$ cat src/rtl/alu_chain_ctrl.sv
// alu_chain_ctrl: multi-precision sequencer in front of the 12-bit ALU.
// Runs ADD/SUB/SHL/SHR/ASR over 1..WORDS words, one ALU op per cycle,
// chaining the K flag word to word and merging the per-step flags.
// Optional feature macro: ALU_CHAIN_CMP_EN (op 5 becomes CMP).
//
// state | meaning
// IDLE  | waiting for a command, cmd_ready high
// RUN   | one ALU step per cycle, n steps total
// DONE  | result and merged flags held until res_ready
module alu_chain_ctrl #(
  parameter int WORDS = 4
) (
  input  logic                  clk,
  input  logic                  rst,
  input  logic                  cmd_valid,
  output logic                  cmd_ready,
  input  logic [2:0]            cmd_op,
  input  logic [1:0]            cmd_len,
  input  logic [12*WORDS-1:0]   cmd_a,
  input  logic [12*WORDS-1:0]   cmd_b,
  input  logic [4:0]            cmd_flg,
  output logic [11:0]           alu_a,
  output logic [11:0]           alu_b,
  output logic [4:0]            alu_op,
  output logic [4:0]            alu_flg_in,
  input  logic [11:0]           alu_q,
  input  logic [4:0]            alu_flg,
  output logic                  res_valid,
  input  logic                  res_ready,
  output logic [12*WORDS-1:0]   res_q,
  output logic [4:0]            res_flg
);

  typedef enum logic [1:0] {S_IDLE, S_RUN, S_DONE} state_t;

  localparam logic [2:0] OP_ADD = 3'd0;
  localparam logic [2:0] OP_SUB = 3'd1;
  localparam logic [2:0] OP_SHL = 3'd2;
  localparam logic [2:0] OP_SHR = 3'd3;
  localparam logic [2:0] OP_ASR = 3'd4;
  localparam logic [2:0] OP_CMP = 3'd5;

  localparam logic [1:0] LAST_MAX = 2'(WORDS - 1);

`ifdef ALU_CHAIN_CMP_EN
  localparam bit CMP_EN = 1'b1;
`else
  localparam bit CMP_EN = 1'b0;
`endif

  state_t                  state_q;
  logic [WORDS-1:0][11:0]  a_q;
  logic [WORDS-1:0][11:0]  b_q;
  logic [WORDS-1:0][11:0]  res_word_q;
  logic [2:0]              op_q;
  logic [1:0]              last_q;
  logic [1:0]              idx_q;
  logic [4:0]              cflg_q;
  logic [4:0]              sflg_q;
  logic                    zacc_q;
  logic [1:0]              vs_q;       // {V,S} captured on the top-word step
  logic [4:0]              res_flg_q;
  logic                    cmd_ready_q;
  logic                    res_valid_q;

  logic [1:0]  last_d;
  logic [1:0]  word_sel;
  logic        is_cmp;
  logic        is_pass;
  logic        keep_a;
  logic        high_first;
  logic        first_step;
  logic        last_step;
  logic        top_word;
  logic [1:0]  vs_now;
  logic [4:0]  res_flg_d;

  assign cmd_ready = cmd_ready_q;
  assign res_valid = res_valid_q;
  assign res_q     = res_word_q;
  assign res_flg   = res_flg_q;

  // Decode the latched command and work out which word this step touches
  always_comb begin
    last_d     = (cmd_len > LAST_MAX) ? LAST_MAX : cmd_len;
    is_cmp     = CMP_EN && (op_q == OP_CMP);
    is_pass    = (op_q > OP_ASR) && !is_cmp;
    keep_a     = is_pass || is_cmp;
    high_first = (op_q == OP_SHR) || (op_q == OP_ASR);
    word_sel   = high_first ? (last_q - idx_q) : idx_q;
    first_step = (idx_q == 2'd0);
    last_step  = (idx_q == last_q);
    top_word   = (word_sel == last_q);
    vs_now     = top_word ? {alu_flg[3], alu_flg[1]} : vs_q;
    res_flg_d  = is_pass ? cflg_q
                         : {cflg_q[4], vs_now[1], alu_flg[2], vs_now[0], zacc_q & alu_flg[0]};
  end

  // ALU drive: idle values outside RUN, chained opcode/flags inside RUN
  always_comb begin
    alu_a      = 12'h000;
    alu_b      = 12'h000;
    alu_op     = 5'h00;
    alu_flg_in = 5'h00;
    if (state_q == S_RUN) begin
      alu_a      = a_q[word_sel];
      alu_flg_in = first_step ? cflg_q : sflg_q;
      if (op_q == OP_ADD) begin
        alu_b  = b_q[word_sel];
        alu_op = first_step ? 5'h04 : 5'h05;
      end else if (op_q == OP_SUB || is_cmp) begin
        alu_b  = b_q[word_sel];
        alu_op = first_step ? 5'h06 : 5'h07;
      end else if (op_q == OP_SHL) begin
        alu_b  = a_q[word_sel];
        alu_op = first_step ? 5'h0C : 5'h0A;
      end else if (op_q == OP_SHR) begin
        alu_b  = a_q[word_sel];
        alu_op = first_step ? 5'h0D : 5'h0B;
      end else if (op_q == OP_ASR) begin
        alu_b  = a_q[word_sel];
        alu_op = first_step ? 5'h0F : 5'h0B;
      end else begin
        alu_b  = a_q[word_sel];
        alu_op = 5'h00;
      end
    end
  end

  // Sequencer FSM with registered handshake, result and flag outputs
  always_ff @(posedge clk) begin
    if (rst) begin
      state_q     <= S_IDLE;
      a_q         <= '0;
      b_q         <= '0;
      res_word_q  <= '0;
      op_q        <= 3'd0;
      last_q      <= 2'd0;
      idx_q       <= 2'd0;
      cflg_q      <= 5'd0;
      sflg_q      <= 5'd0;
      zacc_q      <= 1'b1;
      vs_q        <= 2'd0;
      res_flg_q   <= 5'd0;
      cmd_ready_q <= 1'b1;
      res_valid_q <= 1'b0;
    end else begin
      case (state_q)
        S_IDLE: begin
          if (cmd_valid && cmd_ready_q) begin
            a_q         <= cmd_a;
            b_q         <= cmd_b;
            op_q        <= cmd_op;
            last_q      <= last_d;
            cflg_q      <= cmd_flg;
            idx_q       <= 2'd0;
            zacc_q      <= 1'b1;
            res_word_q  <= '0;
            cmd_ready_q <= 1'b0;
            state_q     <= S_RUN;
          end
        end
        S_RUN: begin
          res_word_q[word_sel] <= keep_a ? a_q[word_sel] : alu_q;
          sflg_q               <= alu_flg;
          zacc_q               <= zacc_q & alu_flg[0];
          if (top_word) vs_q   <= {alu_flg[3], alu_flg[1]};
          if (last_step) begin
            res_flg_q   <= res_flg_d;
            res_valid_q <= 1'b1;
            state_q     <= S_DONE;
          end else begin
            idx_q <= idx_q + 2'd1;
          end
        end
        S_DONE: begin
          if (res_ready) begin
            res_valid_q <= 1'b0;
            cmd_ready_q <= 1'b1;
            idx_q       <= 2'd0;
            state_q     <= S_IDLE;
          end
        end
        default: begin
          state_q     <= S_IDLE;
          cmd_ready_q <= 1'b1;
          res_valid_q <= 1'b0;
        end
      endcase
    end
  end

endmodule

$ cat config.mk
export PLATFORM = sky130hd
export DESIGN_NAME = alu_chain_ctrl
export DESIGN_NICKNAME = d
export VERILOG_FILES = /design/src/rtl/alu_chain_ctrl.sv
export SDC_FILE = /design/constraint.sdc
export NUM_CORES = 1
export LEC_CHECK = 0
export BUFFER_PORTS_ARGS = -buffer_cell sky130_fd_sc_hd__buf_4
export CORE_ASPECT_RATIO = 1.4
export CORE_MARGIN = 10
export CORE_UTILIZATION = 52
export DETAILED_ROUTE_END_ITERATION = 10
export HOLD_SLACK_MARGIN = 0.15
export PLACE_DENSITY = 0.77
export SLEW_MARGIN = 25
export SYNTH_ARGS = -nofsm -noshare
export SYNTH_HDL_FRONTEND = slang
export SYNTH_SLANG_ARGS = --single-unit
$ cat constraint.sdc
create_clock -name clk -period 3.9 [get_ports clk]
set_clock_uncertainty 0.05 [all_clocks]
set_input_delay 0.78 -clock clk [delete_from_list [all_inputs] [get_ports clk]]
set_output_delay 0.78 -clock clk [all_outputs]
set_load 0.005 [all_outputs]
==> out/results.txt, run 1 <==
Final Wtd Congestion: 0.947
core area: 14600 um2
Adder-Cell Fraction of Synth Area: 0.322%
Finished Core Util: 70.2%
DRC viols: 0
GRT Residual Overflow: 0
gate count of the mapped netlist: 972
Die Height: 165 um
Starting DRT DRC Count: 1042
CTS H-tree lvls: 4
Most used DFF post-synth: dfxtp_1
Hold Crit Class: flip-flop to flip-flop
CP delay by family, top: compound AO/OA/AOI/OAI gates
Crit Path Class: flip-flop to primary output
final net count: 1273
most frequent CP cell: buf_4
final hold vios: 0
CTS tree: done
R2R cell count: 7
first-pass GRT wire length: 40700 um
clk slew on worst S/H paths: 0.06 ns
Port Buffers: 214
number of vias per cell: 5.81
routed wire length: 27900 um
share of the synthesized area in the top cell type: 44.6%
CP bufs+invs: 2
Synth Area in XOR/XNOR: 0.338%
Multi-input gate area: 3970 um2
largest family of logic cells by synthesized area: simple AND/OR/NAND/NOR gates
Max Cap Viol: 0
sw frac: 25.3%
top-count cell post-synth: nand2_1
outcome: finished, final reports clean
Logic pwr share: 14.3%
WP data required: 3.07 ns
largest net degree at the start of global routing: 156
top post-synthesis cells by area: dfxtp_1, nand2_1, a21oi_1, mux4_2, nand3_1
initial core utilization: 53.3%
Worst path slowest cell: dfxtp_1
Static Leak: 4.11 nW
fillers: 1185
vias in the first global route: 7252
initial antenna violation count: 1
setup slack, reg-to-reg: 0.56 ns
Compound-Gate Fraction of Synth Area: 17.5%
Reg area: 3460 um2
GRT Util Overall: 26.1%
hold_sp: sflg_q[1]
DR pass1 iterations: 5
final number of max-transition violations: 0
CP max stage delay: 0.49 ns
worst-path fanout max: 9
Clk pwr share: 43.3%
fraction of layout cells with a size suffix above 1: 26.7%
CP endpoint: alu_b[5]
Sw Pwr: 1.18 mW
Vias: 7821
Die W: 123 um
Worst path depth: 8
CTS root buf: clkbuf_16
FF-to-FF End: res_q[23]
Slew HR: 33.5%
reg2reg start: idx_q[0]
measured slew at the worst slew-check pin: 0.994 ns
DR WL/cell: 20.7 um
post-layout minimum cycle time: 3.84 ns
sequential share of power: 42.4%
Ports: 216
Setup TNS Final: 0 ns
Final HPWL DP: 20100 um
top cells by count, synth: nand2_1, dfxtp_1, a21oi_1
nature of the critical path endpoint: primary output
warnings from Yosys: 0
Synth-to-Final Area Change: 31.6%
number of flops mapped to enable cells by yosys: 0
Syn Std Cell Area: 7770 um2
Fmax: 0.261 GHz
cell taking the most area after synthesis: dfxtp_1
Synth Net Count: 1101
PwrDens: 457 nW/um2
simple-gate portion of the synthesized area: 24.0%
CTS buffer count: 17
CTS Hold Bufs: 0
Setup-failing EPs final: 0
Longest Clk Path Bufs: 2
Arr. time, crit path: 3.01 ns
Seq/Total Area, Yosys: 44.6%
clock latency on the worst-skew pair: 0.43 ns
post-synthesis mux area share: 8.00%
maximum VDD drop: 328 uV
std cell rows: 52
internal power: 3.49 mW
Worst setup SP type: flip-flop
crit share post-route: 98.4%
post-route ant nets: 0
synthesized flop and latch total: 173
origin of the worst setup path: idx_q[0]
async set-reset flop share out of synthesis: 0%
synthesized area per cell: 8.00 um2
Synth cell types: 47
CTS Sinks: 173
crit path cell chain: ha_1 -> nor3b_1 -> o21a_2 -> or2_4 -> buf_4 -> mux4_2 -> a22o_1 -> buf_4
Die ar.: 20300 um2
==> layout by cell type (no fill, tap or decap), types with 3 or more instances in the layout <==
| cell | instances |
|---|---|
| a31oi_1 | 26 |
| mux4_2 | 21 |
| a22o_1 | 12 |
| mux2i_1 | 7 |
| a21oi_2 | 8 |
| nand2b_1 | 3 |
| nor2b_1 | 3 |
| o21ai_0 | 7 |
| or3_1 | 3 |
| buf_4 | 237 |
| dfxtp_1 | 173 |
| nand3_1 | 79 |
| a21oi_1 | 135 |
| nor2_1 | 21 |
| a21o_1 | 24 |
| buf_12 | 3 |
| bufinv_16 | 8 |
| mux4_1 | 3 |
| nand2_1 | 302 |
| clkbuf_16 | 17 |
| inv_1 | 5 |
| nor3_1 | 6 |
| and2_1 | 12 |
==> layout make-up <==
cell class | count | area share, %
diodes | 1 | 0.0245
flip-flops and latches | 173 | 33.9
well taps | 189 | 2.31
repair buffers | 240 | 18.0
clock buffers | 19 | 4.23
clock inverters | 12 | 2.61
inverters | 5 | 0.183
multi-input cells | 707 | 38.8
==> worst min-delay path, cell delays in order, from the launching register on <==
cell	delay [ns]
dfxtp_1	0.31
nand2_1	0.05
a21oi_1	0.05
==> metrics by stage <==
step / hold WS (ns) / cell area, um2 / power, mW / setup slack, ns / instances
floorplan: 0.383 / 7770 / 2.37 / 0.852 / 972
global placement: 0.392 / 9380 / 2.65 / 0.370 / 1299
detailed placement: 0.396 / 9380 / 2.66 / 0.274 / 1299
CTS: 0.405 / 10100 / 4.65 / 0.0187 / 1330
global route: 0.427 / 10200 / 4.82 / -0.0164 / 1346
finish: 0.405 / 10200 / 4.67 / 0.0616 / 1346
==> cells by family after synthesis <==
logic type / count (synthesis)
other: 1
buffers and inverters: 93
adders and majority gates: 2
DFF: 173
and+or+nand+nor: 441
muxes: 31
xor gates and xnor gates: 3
AOI/OAI and AO/OA: 228
==> per-layer routing <==
layer / global-route usage [%] / vias up / part of all wire [%]
met5: 0 / - / 0
met4: 13.8 / 0 / 5.2
met3: 6.02 / 72 / 8.7
met2: 42.4 / 435 / 49
met1: 31.2 / 3630 / 37
li1: - / 3684 / -
==> power by group through the flow <==
stage | combinational (mW) | clock (mW) | sequential, mW
CTS | 0.648 | 2.03 | 1.97
detailed placement | 0.643 | 0 | 2.01
global route | 0.730 | 2.10 | 1.99
global placement | 0.634 | 0 | 2.01
floorplan | 0.414 | 0 | 1.96
finish | 0.671 | 2.02 | 1.98
==> sequential cells by signal, indices dropped and copies added, names as in the netlist <==
name       count
last_q         2
a_q           48
sflg_q         5
res_q         48
zacc_q         1
cflg_q         5
res_flg        5
vs_q           2
op_q           3
idx_q          2
res_valid      1
b_q           48
state_q        2
cmd_ready      1
==> timing repair <==
| action | in CTS | in global routing |
|---|---|---|
| resized for setup | 2 | 2 |
| pin swaps | 0 | 2 |
| endpoints found under the setup margin | 23 | 17 |
| buffers inserted | 0 | 14 |
| gates cloned | 0 | 1 |
==> worst min path at each step <==
stage | cells after the start | endpoint
after floorplan | 2 | b_q[12]
after CTS | 2 | sflg_q[1]
final | 2 | sflg_q[1]
after detailed placement | 2 | sflg_q[1]
after global placement | 2 | b_q[40]
after global routing | 2 | b_q[35]
No activity file was read; power rests on OpenSTA's default activity.
==> run 2: changes to the inputs <==
--- a/config.mk
+++ b/config.mk
@@ -8,10 +8,10 @@
 export BUFFER_PORTS_ARGS = -buffer_cell sky130_fd_sc_hd__buf_4
 export CORE_ASPECT_RATIO = 1.4
 export CORE_MARGIN = 10
-export CORE_UTILIZATION = 52
+export CORE_UTILIZATION = 55
 export DETAILED_ROUTE_END_ITERATION = 10
 export HOLD_SLACK_MARGIN = 0.15
-export PLACE_DENSITY = 0.77
+export PLACE_DENSITY = 0.8
 export SLEW_MARGIN = 25
 export SYNTH_ARGS = -nofsm -noshare
 export SYNTH_HDL_FRONTEND = slang
==> constraint.sdc (replaced) <==
create_clock -name clk -period 4.5 [get_ports clk]
set_clock_uncertainty 0.05 [all_clocks]
set_input_delay 0.9 -clock clk [delete_from_list [all_inputs] [get_ports clk]]
set_output_delay 0.9 -clock clk [all_outputs]
set_load 0.005 [all_outputs]
==> run 2 against run 1 <==
- utilization is 1.2 points higher
- via count is 1.7% lower
- worst setup slack better by 0.32 ns
- register-to-register slack better by 0.95 ns
- global-route usage is 2.2 points higher
- total power is 21% lower
- critical endpoint is now alu_b[1]
- sequential power is 13% lower
- critical path type unchanged
- die area is 4.7% lower
- critical path depth stayed put
- clock-buffer cell count stayed put
- clock power is 30% lower
- largest cell class unchanged
- final area is 2.9% lower
==> out/results.txt, run 2 (synthesis results as in run 1) <==
clk slew on worst S/H paths: 0.06 ns
CTS Hold Bufs: 0
Static Leak: 3.98 nW
Die W: 120 um
Arr. time, crit path: 3.17 ns
CTS tree: done
crit path cell chain: inv_1 -> ha_1 -> nand2_1 -> o221ai_1 -> or2_4 -> mux4_1 -> a22o_1 -> buf_4
Setup TNS Final: 0 ns
DR WL/cell: 21.1 um
vias in the first global route: 7318
Max Cap Viol: 0
std cell rows: 51
Slew HR: 35.5%
clock latency on the worst-skew pair: 0.44 ns
Worst path depth: 8
GRT Residual Overflow: 0
Hold Crit Class: flip-flop to flip-flop
Ports: 216
Worst setup SP type: flip-flop
final net count: 1259
GRT Util Overall: 28.3%
R2R cell count: 7
setup repair after global routing missed its margin: false
Port Buffers: 214
PwrDens: 372 nW/um2
outcome: finished, final reports clean
CP delay by family, top: multiplexers
post-route ant nets: 0
post-layout minimum cycle time: 4.12 ns
Die ar.: 19400 um2
Fmax: 0.243 GHz
DR pass1 iterations: 6
Worst path slowest cell: mux4_1
largest net degree at the start of global routing: 172
initial antenna violation count: 1
CTS H-tree lvls: 4
WP data required: 3.55 ns
CP max stage delay: 0.69 ns
worst-path fanout max: 27
Starting DRT DRC Count: 1007
final number of max-transition violations: 0
measured slew at the worst slew-check pin: 0.967 ns
core area: 13900 um2
DRC viols: 0
commonest non-fill, non-tap cell in the layout: nand2_1
number of vias per cell: 5.79
nature of the critical path endpoint: primary output
Crit Path Class: flip-flop to primary output
Setup-failing EPs final: 0
commonest cells after routing, fill and taps aside: nand2_1, buf_4, dfxtp_1
CTS Sinks: 173
crit share post-route: 91.6%
routed wire length: 28000 um
initial core utilization: 55.9%
Vias: 7689
Final HPWL DP: 20400 um
hold depth: 2
fraction of layout cells with a size suffix above 1: 25.7%
maximum VDD drop: 254 uV
first-pass GRT wire length: 42600 um
Longest Clk Path Bufs: 2
total power: 3.69 mW
CTS buffer count: 17
CTS root buf: clkbuf_16
Final Wtd Congestion: 0.900
CP bufs+invs: 2
Die Height: 161 um
final hold vios: 0
Synth-to-Final Area Change: 27.8%
## run 2: cell count changes in the layout (fill, tap and decap cells not counted), sizes merged
cell      previous run  this run
inv                  5         8
bufinv               8         1
clkinvlp             1         2
buf                240       227
clkinv               3         6
or2                  2         1
## run 2: final cells by class
type	count	area, um2
diodes	1	2.50
well taps	185	231
clock inverters	12	115
fillers	1175	3980
clock buffers	19	443
flip-flops and latches	173	3460
inverters	5	18.8
multi-input cells	706	3930
repair buffers	227	1730
## run 2: final timing paths
kind | slack, ns | startpoint | to
min reg2reg | 0.40 | b_q[30] | b_q[30]
min | 0.40 | b_q[30] | b_q[30]
max reg2reg | 1.51 | idx_q[0] | res_q[18]
max | 0.38 | last_q[0] | alu_b[1]
## run 2: worst min-delay path: cells and delay by family (launching register included)
| kind | cells | cell delay, ns |
|---|---|---|
| flops | 1 | 0.31 |
| compound gates | 1 | 0.05 |
| simple gates | 1 | 0.05 |
## run 2: stage by stage
step	setup WS [ns]	hold slack [ns]	util (%)	std cells	cell area, um2
finish	0.378	0.405	71.4	1328	9930
global route	0.133	0.424	71.4	1328	9930
global placement	0.675	0.391	67.3	1296	9370
CTS	0.126	0.404	71.4	1327	9930
floorplan	1.33	0.383	-	972	7770
detailed placement	0.625	0.395	67.3	1296	9370
## run 2: timing repair
item,CTS,global route
gates resized for setup,0,1
setup buffers,0,0
endpoints found under the setup margin,0,11
## run 2: routing by layer
metal | GRT usage, % | vias to the layer above | part of all wire, %
li1 | - | 3647 | -
met1 | 33.6 | 3597 | 38
met2 | 45.3 | 378 | 49
met3 | 7.05 | 67 | 7.3
met4 | 16.4 | 0 | 5.7
met5 | 0 | - | 0
## run 2: power breakdown
part | internal [mW] | switching, mW
combinational | 0.244 | 0.312
clock | 0.779 | 0.636
sequential | 1.62 | 0.101
total | 2.64 | 1.05
